[src/rtl/dmem_lsu_if.sv]
// Core-side request/response bundle of the data-memory load/store unit.
// master = core (issues requests), slave = LSU (answers them).
interface dmem_lsu_if;
    logic        req_valid;
    logic        req_ready;
    logic        req_we;
    logic [1:0]  req_size;
    logic        req_unsigned;
    logic [31:0] req_addr;
    logic [31:0] req_wdata;
    logic        resp_valid;
    logic        resp_ready;
    logic [31:0] resp_rdata;
    logic        resp_err;

    modport master (
        output req_valid, req_we, req_size, req_unsigned, req_addr, req_wdata, resp_ready,
        input  req_ready, resp_valid, resp_rdata, resp_err
    );

    modport slave (
        input  req_valid, req_we, req_size, req_unsigned, req_addr, req_wdata, resp_ready,
        output req_ready, resp_valid, resp_rdata, resp_err
    );
endinterface

[src/rtl/dmem_lsu.sv]
// Single-outstanding load/store unit between the core and a 1 KiB data RAM with
// a registered read port; checks range/alignment and sign/zero-extends loads.
module dmem_lsu #(
    parameter logic [31:0] DMEM_BASE  = 32'h1000_0000,
    parameter int          DMEM_BYTES = 1024
) (
    input  logic        clk,
    input  logic        rst,
    dmem_lsu_if.slave   bus,
    output logic        mem_we,
    output logic [1:0]  mem_size,
    output logic [9:0]  mem_addr,
    output logic [31:0] mem_wdata,
    input  logic [31:0] mem_rdata
);

    typedef enum logic [1:0] {IDLE, ACCESS, DATA, RESP} state_t;

    state_t      state, state_nxt;
    logic        we_p1, uns_p1;
    logic [31:0] resp_rdata_q;
    logic        resp_err_q;

    logic [31:0] offset_p0;
    logic [2:0]  nbytes_p0;
    logic [32:0] end_p0;
    logic        legal_p0;
    logic        accept_p0;

    function automatic logic [31:0] extend_load(input logic [31:0] word,
                                                input logic [1:0]  size,
                                                input logic        uns);
        logic signed [7:0]  b;
        logic signed [15:0] h;
        logic signed [31:0] r;
        b = word[7:0];
        h = word[15:0];
        case (size)
            2'b00:   r = uns ? {24'd0, word[7:0]}  : 32'(b);
            2'b01:   r = uns ? {16'd0, word[15:0]} : 32'(h);
            default: r = word;
        endcase
        return r;
    endfunction

    // Stage p0: decode of the offered request (offset wraps modulo 2^32)
    always_comb begin
        offset_p0 = bus.req_addr - DMEM_BASE;
        case (bus.req_size)
            2'b00:   nbytes_p0 = 3'd1;
            2'b01:   nbytes_p0 = 3'd2;
            default: nbytes_p0 = 3'd4;
        endcase
        end_p0   = {1'b0, offset_p0} + {30'd0, nbytes_p0};
        legal_p0 = (bus.req_addr >= DMEM_BASE)
                && (end_p0 <= 33'(DMEM_BYTES))
                && (bus.req_size != 2'b11)
                && !((bus.req_size == 2'b01) && offset_p0[0])
                && !((bus.req_size == 2'b10) && (offset_p0[1:0] != 2'b00));
        accept_p0 = bus.req_valid && (state == IDLE);
    end

    always_ff @(posedge clk or posedge rst) begin
        if (rst) state <= IDLE;
        else     state <= state_nxt;
    end

    always_comb begin
        state_nxt = state;
        case (state)
            IDLE:    if (accept_p0) state_nxt = legal_p0 ? ACCESS : RESP;
            ACCESS:  state_nxt = we_p1 ? RESP : DATA;
            DATA:    state_nxt = RESP;
            RESP:    if (bus.resp_ready) state_nxt = IDLE;
            default: state_nxt = IDLE;
        endcase
    end

    always_comb begin
        bus.req_ready  = (state == IDLE);
        bus.resp_valid = (state == RESP);
    end

    assign bus.resp_rdata = resp_rdata_q;
    assign bus.resp_err   = resp_err_q;

    // Stage p1: RAM port and response registers; mem_we is a one-cycle pulse covering ACCESS
    always_ff @(posedge clk or posedge rst) begin
        if (rst) begin
            mem_we       <= 1'b0;
            mem_size     <= 2'b00;
            mem_addr     <= 10'd0;
            mem_wdata    <= 32'd0;
            we_p1        <= 1'b0;
            uns_p1       <= 1'b0;
            resp_rdata_q <= 32'd0;
            resp_err_q   <= 1'b0;
        end else begin
            mem_we <= accept_p0 && legal_p0 && bus.req_we;
            case (state)
                IDLE: if (accept_p0) begin
                    we_p1        <= bus.req_we;
                    uns_p1       <= bus.req_unsigned;
                    resp_err_q   <= !legal_p0;
                    resp_rdata_q <= 32'd0;
                    if (legal_p0) begin
                        mem_addr  <= offset_p0[9:0];
                        mem_size  <= bus.req_size;
                        mem_wdata <= bus.req_wdata;
                    end
                end
                DATA:    resp_rdata_q <= extend_load(mem_rdata, mem_size, uns_p1);
                default: ;
            endcase
        end
    end

endmodule

[src/flat_wrapper.sv]
// flat-port wrapper written by rule: the top's interface ports become plain ports
module dmem_lsu_flat 
#(
    parameter logic [31:0] DMEM_BASE  = 32'h1000_0000,
    parameter int          DMEM_BYTES = 1024
)
  (clk, rst, mem_we, mem_size, mem_addr, mem_wdata, mem_rdata, bus_req_valid, bus_req_we, bus_req_size, bus_req_unsigned, bus_req_addr, bus_req_wdata, bus_resp_ready, bus_req_ready, bus_resp_valid, bus_resp_rdata, bus_resp_err);
  dmem_lsu_if bus_i ();
  input  logic clk;
  input  logic rst;
  output logic mem_we;
  output logic [1:0] mem_size;
  output logic [9:0] mem_addr;
  output logic [31:0] mem_wdata;
  input  logic [31:0] mem_rdata;
  input wire logic [$bits(bus_i.req_valid)-1:0] bus_req_valid;
  input wire logic [$bits(bus_i.req_we)-1:0] bus_req_we;
  input wire logic [$bits(bus_i.req_size)-1:0] bus_req_size;
  input wire logic [$bits(bus_i.req_unsigned)-1:0] bus_req_unsigned;
  input wire logic [$bits(bus_i.req_addr)-1:0] bus_req_addr;
  input wire logic [$bits(bus_i.req_wdata)-1:0] bus_req_wdata;
  input wire logic [$bits(bus_i.resp_ready)-1:0] bus_resp_ready;
  output wire logic [$bits(bus_i.req_ready)-1:0] bus_req_ready;
  output wire logic [$bits(bus_i.resp_valid)-1:0] bus_resp_valid;
  output wire logic [$bits(bus_i.resp_rdata)-1:0] bus_resp_rdata;
  output wire logic [$bits(bus_i.resp_err)-1:0] bus_resp_err;
  assign bus_i.req_valid = bus_req_valid;
  assign bus_i.req_we = bus_req_we;
  assign bus_i.req_size = bus_req_size;
  assign bus_i.req_unsigned = bus_req_unsigned;
  assign bus_i.req_addr = bus_req_addr;
  assign bus_i.req_wdata = bus_req_wdata;
  assign bus_i.resp_ready = bus_resp_ready;
  assign bus_req_ready = bus_i.req_ready;
  assign bus_resp_valid = bus_i.resp_valid;
  assign bus_resp_rdata = bus_i.resp_rdata;
  assign bus_resp_err = bus_i.resp_err;
  dmem_lsu #(.DMEM_BASE(DMEM_BASE), .DMEM_BYTES(DMEM_BYTES)) u_core (.clk(clk), .rst(rst), .bus(bus_i), .mem_we(mem_we), .mem_size(mem_size), .mem_addr(mem_addr), .mem_wdata(mem_wdata), .mem_rdata(mem_rdata));
endmodule
[config.mk]
export PLATFORM = sky130hd
export DESIGN_NAME = dmem_lsu_flat
export DESIGN_NICKNAME = d
export VERILOG_FILES = /design/src/rtl/dmem_lsu_if.sv /design/src/rtl/dmem_lsu.sv /design/src/flat_wrapper.sv
export SDC_FILE = /design/constraint.sdc
export NUM_CORES = 1
export LEC_CHECK = 0
export CAP_MARGIN = 20
export CORE_MARGIN = 5
export CORE_UTILIZATION = 57
export CTS_CLUSTER_SIZE = 16
export DETAILED_ROUTE_END_ITERATION = 12
export DONT_BUFFER_PORTS = 1
export HOLD_SLACK_MARGIN = 0.1
export PLACE_DENSITY = 0.75
export SYNTH_ARGS = -nofsm -noshare
export SYNTH_HDL_FRONTEND = slang
export SYNTH_SLANG_ARGS = --single-unit
[constraint.sdc]
create_clock -name clk -period 2.3 [get_ports clk]
set_input_delay 0.23 -clock clk [delete_from_list [all_inputs] [get_ports clk]]
set_output_delay 0.23 -clock clk [all_outputs]
set_load 0.005 [all_outputs]
Word level (Yosys, flattened, before mapping)
Index checks and enable logic that the tools add are counted.
- flip-flop bits (word level): 82
- latch bits: 0
- memory bits (writable): 0
- bits in read-only memories: 0
- input port bits: 104
- output and inout port bits: 80
- memories kept: 0
- add/subtract/negate cells: 2
- $mul: 0
- div/mod/pow operators: 0
- order comparisons: 2
- eq/ne operators: 9
- shifts and indexed selects: 0
- mux-type cells: 11
- bitwise gates (word level): 0
- reduce and logical (&&, ||, !) cells: 21
- operator list (operator ; number):
    $pmux 32 s2 ; 2
    $mux 32 ; 3
    $add 32x3->33 ; 1
    $le 33x11->1 const B ; 1
    $ge 32x29->1 const B ; 1
    $sub 32x29->32 const B ; 1
    $logic_and 1x1->1 ; 9
    $pmux 2 s4 ; 1
    $eq 2x1->1 const B ; 3
    $eq 2x2->1 const B ; 3
    $logic_not 2->1 ; 3
    $mux 2 ; 3
    $pmux 3 s2 ; 1
    $reduce_and 2->1 ; 3
    $ne 2x2->1 const B ; 2
    $reduce_bool 2->1 ; 2
    $logic_not 1->1 ; 3
    $reduce_and 3->1 ; 1
    $ne 2x1->1 const B ; 1
    $mux 1 ; 1

Depth between registers and ports, before layout
- word-level depth: 11
- depth in mapped cells: 11

Least setup slack after synthesis
Ideal clock, no wire load.
- path kind: input-to-reg
- start: input bus_req_size[1]
- end: register u_core.mem_addr[0]
- arrival: 3.283 ns
- data required time: 2.175 ns
- slack: -1.109 ns
- stages: 11
- buffers on the path: 1
- cell sequence: nor2_1 -> ha_1 -> fa_1 -> a2111oi_0 -> a31o_2 -> a32o_1 -> a41oi_1 -> or4_1 -> nor4_4 -> buf_6 -> mux2_4
- word-level cells in the longest chain between the ends: 9
- ends and longest elaborated chain (what ; RTL line ; source):
    start, declared ; flat_wrapper.sv:18 ; input wire logic [$bits(bus_i.req_size)-1:0] bus_req_size;
    $eq 2x1->1 / $logic_not 2->1 (equally long branches) ; dmem_lsu.sv:49, dmem_lsu.sv:58 ;
    $pmux 3 s2 ; dmem_lsu.sv:49 ; case (bus.req_size)
    $add 32x3->33 ; dmem_lsu.sv:54 ; end_p0 = {1'b0, offset_p0} + {30'd0, nbytes_p0};
    $le 33x11->1 ; dmem_lsu.sv:56 ; && (end_p0 <= 33'(DMEM_BYTES))
    $logic_and 1x1->1 ; dmem_lsu.sv:56 ;
    $logic_and 1x1->1 ; dmem_lsu.sv:57 ; && (bus.req_size != 2'b11)
    $logic_and 1x1->1 ; dmem_lsu.sv:58 ; && !((bus.req_size == 2'b01) && offset_p0[0])
    $logic_and 1x1->1 * ; dmem_lsu.sv:59 ; && !((bus.req_size == 2'b10) && (offset_p0[1:0] != 2'b00));
    $reduce_and 3->1 (no line) * ; n/a ;
    end signal, assigned ; dmem_lsu.sv:107 ; mem_addr <= offset_p0[9:0];
    end, declared ; dmem_lsu.sv:12 ; output logic [9:0] mem_addr,
Mark *: on every way between the ends. The rest lies on a longest branch, timed or not.
A chain may end at the register's enable or synchronous reset.

Worst setup path after layout
- start: input bus_req_size[1]
- end: register u_core.mem_wdata[19]
- word-level cells in the longest chain between the ends: 9
- ends and longest elaborated chain (what ; RTL line ; source):
    $eq 2x1->1 / $logic_not 2->1 (equally long branches) ; dmem_lsu.sv:49, dmem_lsu.sv:58 ;
    $pmux 3 s2 ; dmem_lsu.sv:49 ;
    $add 32x3->33 ; dmem_lsu.sv:54 ;
    $le 33x11->1 ; dmem_lsu.sv:56 ;
    $logic_and 1x1->1 ; dmem_lsu.sv:56 ;
    $logic_and 1x1->1 ; dmem_lsu.sv:57 ;
    $logic_and 1x1->1 ; dmem_lsu.sv:58 ;
    $logic_and 1x1->1 * ; dmem_lsu.sv:59 ;
    $reduce_and 3->1 (no line) * ; n/a ;
    end signal, assigned ; dmem_lsu.sv:109 ; mem_wdata <= bus.req_wdata;
    end, declared ; dmem_lsu.sv:13 ; output logic [31:0] mem_wdata,
Marked as above.

==> summary.md <==
| Metric | Value |
|---|---|
| Status | `finished, violations left` |
| Failing checks | `negative setup slack` |
| Main flop type after synthesis | `dfrtp_1` |
| Yosys top cell area share | `0.463` |
| Slew headroom | `0.465` |
| Mapped cell area | `4430 µm²` |
| Setup Viol. Count Final | `47` |
| Synth Register Bits | `82` |
| Unrepaired setup endpoints after global routing | `yes` |
| Clock root buffer | `clkbuf_8` |
| Post-synth ARST share | `1.00` |
| Aggregate global-route resource usage | `0.277` |
| Placed Area | `around 5000 µm²` |
| Drt initial violations | `164` |
| Post-Syn Instances | `between 300 and 400` |
| CTS tree | `done` |
| N_diodes | `0` |
| H-tree depth | `3` |
| Core outline area | `7650 µm²` |
| # nets final | `~630` |
| Worst-margin pin slew | `801 ps` |
| Largest net degree at the start of global routing | `37` |
| Crit path launch type | `input pin` |
| Worst Path Class, Setup | `input pin to flip-flop` |
| Share of layout cells above drive strength 1 | `0.286` |
| Vias in the first global route | `~4000` |
| Deepest clock path buffer count | `2` |
| Routed Antenna Nets | `0` |
| GRT overflow | `0` |
| Final Slew Violations | `0` |
| WP data required | `roughly 2600 ps` |
| Final wirelength | `roughly 13000 µm` |
| Max Cap Viol | `0` |
| First-pass GRT wire length | `21300 µm` |
| Vias per inst | `5.98` |
| Leading post-synthesis cells by cell area | `dfrtp_1, mux2_4, o21ai_0` |
| Worst Hold Class | `input pin to flip-flop` |
| Fin crit share | `1.15` |
| Ys Warns | `0` |
| Num CTS Buffers | `9` |
| Netlist cell types | `52` |
| EDFF count, synth | `0` |
| Vias | `between 3000 and 4000` |
| Fin crit period | `roughly 2700 ps` |
| Site Rows | `32` |
| Clock latency on the worst-skew pair | `roughly 360 ps` |
| Crit path arrival time | `2900 ps` |
| Initial antenna violation count | `0` |
| Die Ht | `98.2 µm` |
| Power Total | `around 4 mW` |
| Die Footprint | `just under 10000 µm²` |
| Die width | `98.2 µm` |
| Clock transition at the registers of the reported paths | `100 ps` |
| Wire per inst | `between 20 and 25 µm` |
| Max IR drop VDD | `333 µV` |
| Seq/Total Area, Yosys | `0.463` |
| TritonRoute pass-1 iters | `4` |
| Cell leakage power | `2.73 nW` |
| Placer Congestion | `0.872` |
| I/O Pins | `184` |
| Syn-to-layout area delta | `36.0%` |
| Final Hold Vio Count | `0` |
| Power per cell area | `673 nW/µm²` |
| CTS Sinks | `82` |
| Fillers | `474` |
| Port bufs | `0` |
| Initial Util | `0.580` |
| F_max | `377 MHz` |
| Worst Setup End Kind | `flip-flop` |
| Most frequent cell after synthesis | `dfrtp_1` |
| Synth area leader | `dfrtp_1` |
| Post-DP HPWL | `8900 µm` |
| Max FO, Critical Path | `8` |
| Skew final | `11.0 ps` |
| Synth top cells by count | `dfrtp_1, mux2_4, nand2_1, o21ai_0, nor2b_1` |
| Post-route cell area | `6030 µm²` |
| Syn_area_per_cell | `~11 µm²` |
| Net Count, Synth | `513` |
| Worst Slack Setup Final | `-351 ps` |
| DRC Markers | `0` |
==> path summary, 6_finish.rpt <==
| path | from | to | slack (ps) | cells after the start |
|---|---|---|---|---|
| max | bus_req_size[1] | u_core.mem_wdata[19] | -350 | 12 |
| min | mem_rdata[25] | u_core.bus.resp_rdata[25] | 130 | 2 |
| max reg2reg | u_core.state[0] | u_core.mem_wdata[19] | 110 | 8 |
| min reg2reg | u_core.bus.resp_rdata[28] | u_core.bus.resp_rdata[28] | 520 | 2 |
| max in group asynchronous | rst | u_core.mem_wdata[6] | 1120 | 3 |
| min in group asynchronous | rst | u_core.mem_wdata[10] | 540 | 2 |
==> layout make-up <==
cell class                      instances  area, µm²  share of cell area
Multi-Input combinational cell        289       2380               0.396
Sequential cell                        82       2050               0.340
Timing Repair Buffer                  127       1220               0.203
Clock buffer                           10        128              0.0212
Tap cell                              102        128              0.0212
Clock inverter                          6       73.8              0.0122
Inverter                               10       41.3             0.00685
==> critical path, stage by stage <==
cell and delay (ps):
nor2_4 20, ha_4 150, fa_2 390, a2111oi_4 300, a31o_2 150, a32o_2 120, a41oi_2 90, or4_4 580
nor4_4 200, buf_12 190, clkbuf_16 170, mux2_4 300
==> per-layer routing <==
| layer | GRT usage | vias to the layer above | share of wire |
|---|---|---|---|
| met3 | 0.0807 | 26 | 0.089 |
| met1 | 0.325 | 1821 | 0.36 |
| met4 | 0.103 | 0 | 0.021 |
| met5 | 0 | - | 0 |
| met2 | 0.482 | 190 | 0.53 |
| li1 | - | 1705 | - |
==> sequential cells by signal, summed over array words and instances, names as in the netlist <==
name,flops
u_core.mem_size,2
u_core.state,2
u_core.mem_wdata,32
u_core.uns_p1,1
u_core.mem_addr,10
u_core.we_p1,1
u_core.mem_we,1
u_core.bus.resp_err,1
u_core.bus.resp_rdata,32
==> layout by cell type, fill, tap and decap left out, types with 8 or more instances in the layout <==
| cell | netlist | final |
|---|---|---|
| mux2_4 | 39 | 44 |
| nor2_1 | 13 | 12 |
| o21ai_0 | 30 | 30 |
| dfrtp_1 | 82 | 82 |
| nand3_1 | 15 | 14 |
| nor3_1 | 8 | 8 |
| dlygate4sd3_1 | 0 | 69 |
| nand4_1 | 9 | 9 |
| clkbuf_8 | 0 | 9 |
| inv_1 | 10 | 9 |
| a22o_1 | 16 | 16 |
| nand2_1 | 34 | 34 |
| ha_1 | 10 | 8 |
| nor2b_1 | 17 | 16 |
| buf_4 | 0 | 50 |
==> through the flow <==
stage | std cells | hold WS [ps] | setup WS (ps) | utilization | TNS, ps
after global routing | 626 | 112 | -436 | 0.788 | -18620
after detailed placement | 536 | 276 | -813 | 0.651 | -35070
final | 626 | 126 | -351 | 0.788 | -14280
after global placement | 536 | 254 | -747 | 0.651 | -32720
after CTS | 624 | 108 | -365 | 0.779 | -14030
after floorplan | 398 | 363 | -775 | - | -34070
==> what timing repair did <==
| item | CTS | global route |
|---|---|---|
| gates cloned | 0 | 1 |
| resized for setup | 13 | 7 |
| endpoints found under the setup margin | 47 | 47 |
| buffers inserted | 3 | 1 |
| pin swaps | 1 | 4 |
| hold buffers | 69 | 0 |
| endpoints found under the hold margin | 103 | 0 |
==> power breakdown <==
group	leakage (nW)	internal [mW]	switching, mW
Clock	0.0954	0.518	0.580
Sequential	1.10	1.70	0.210
Combinational	1.53	0.498	0.556
==> logic make-up (layout without fill, tap and decap cells) <==
group	after synthesis	in the layout	synth area share
adders and majority gates	11	11	0.0327
AOI/OAI and AO/OA	87	87	0.133
xor gates and xnor gates	9	9	0.0178
muxes	48	48	0.155
and+or+nand+nor	134	134	0.170
buffers and inverters	27	153	0.0296
DFF	82	82	0.463
Note: power is estimated with default switching activity, not from simulation.
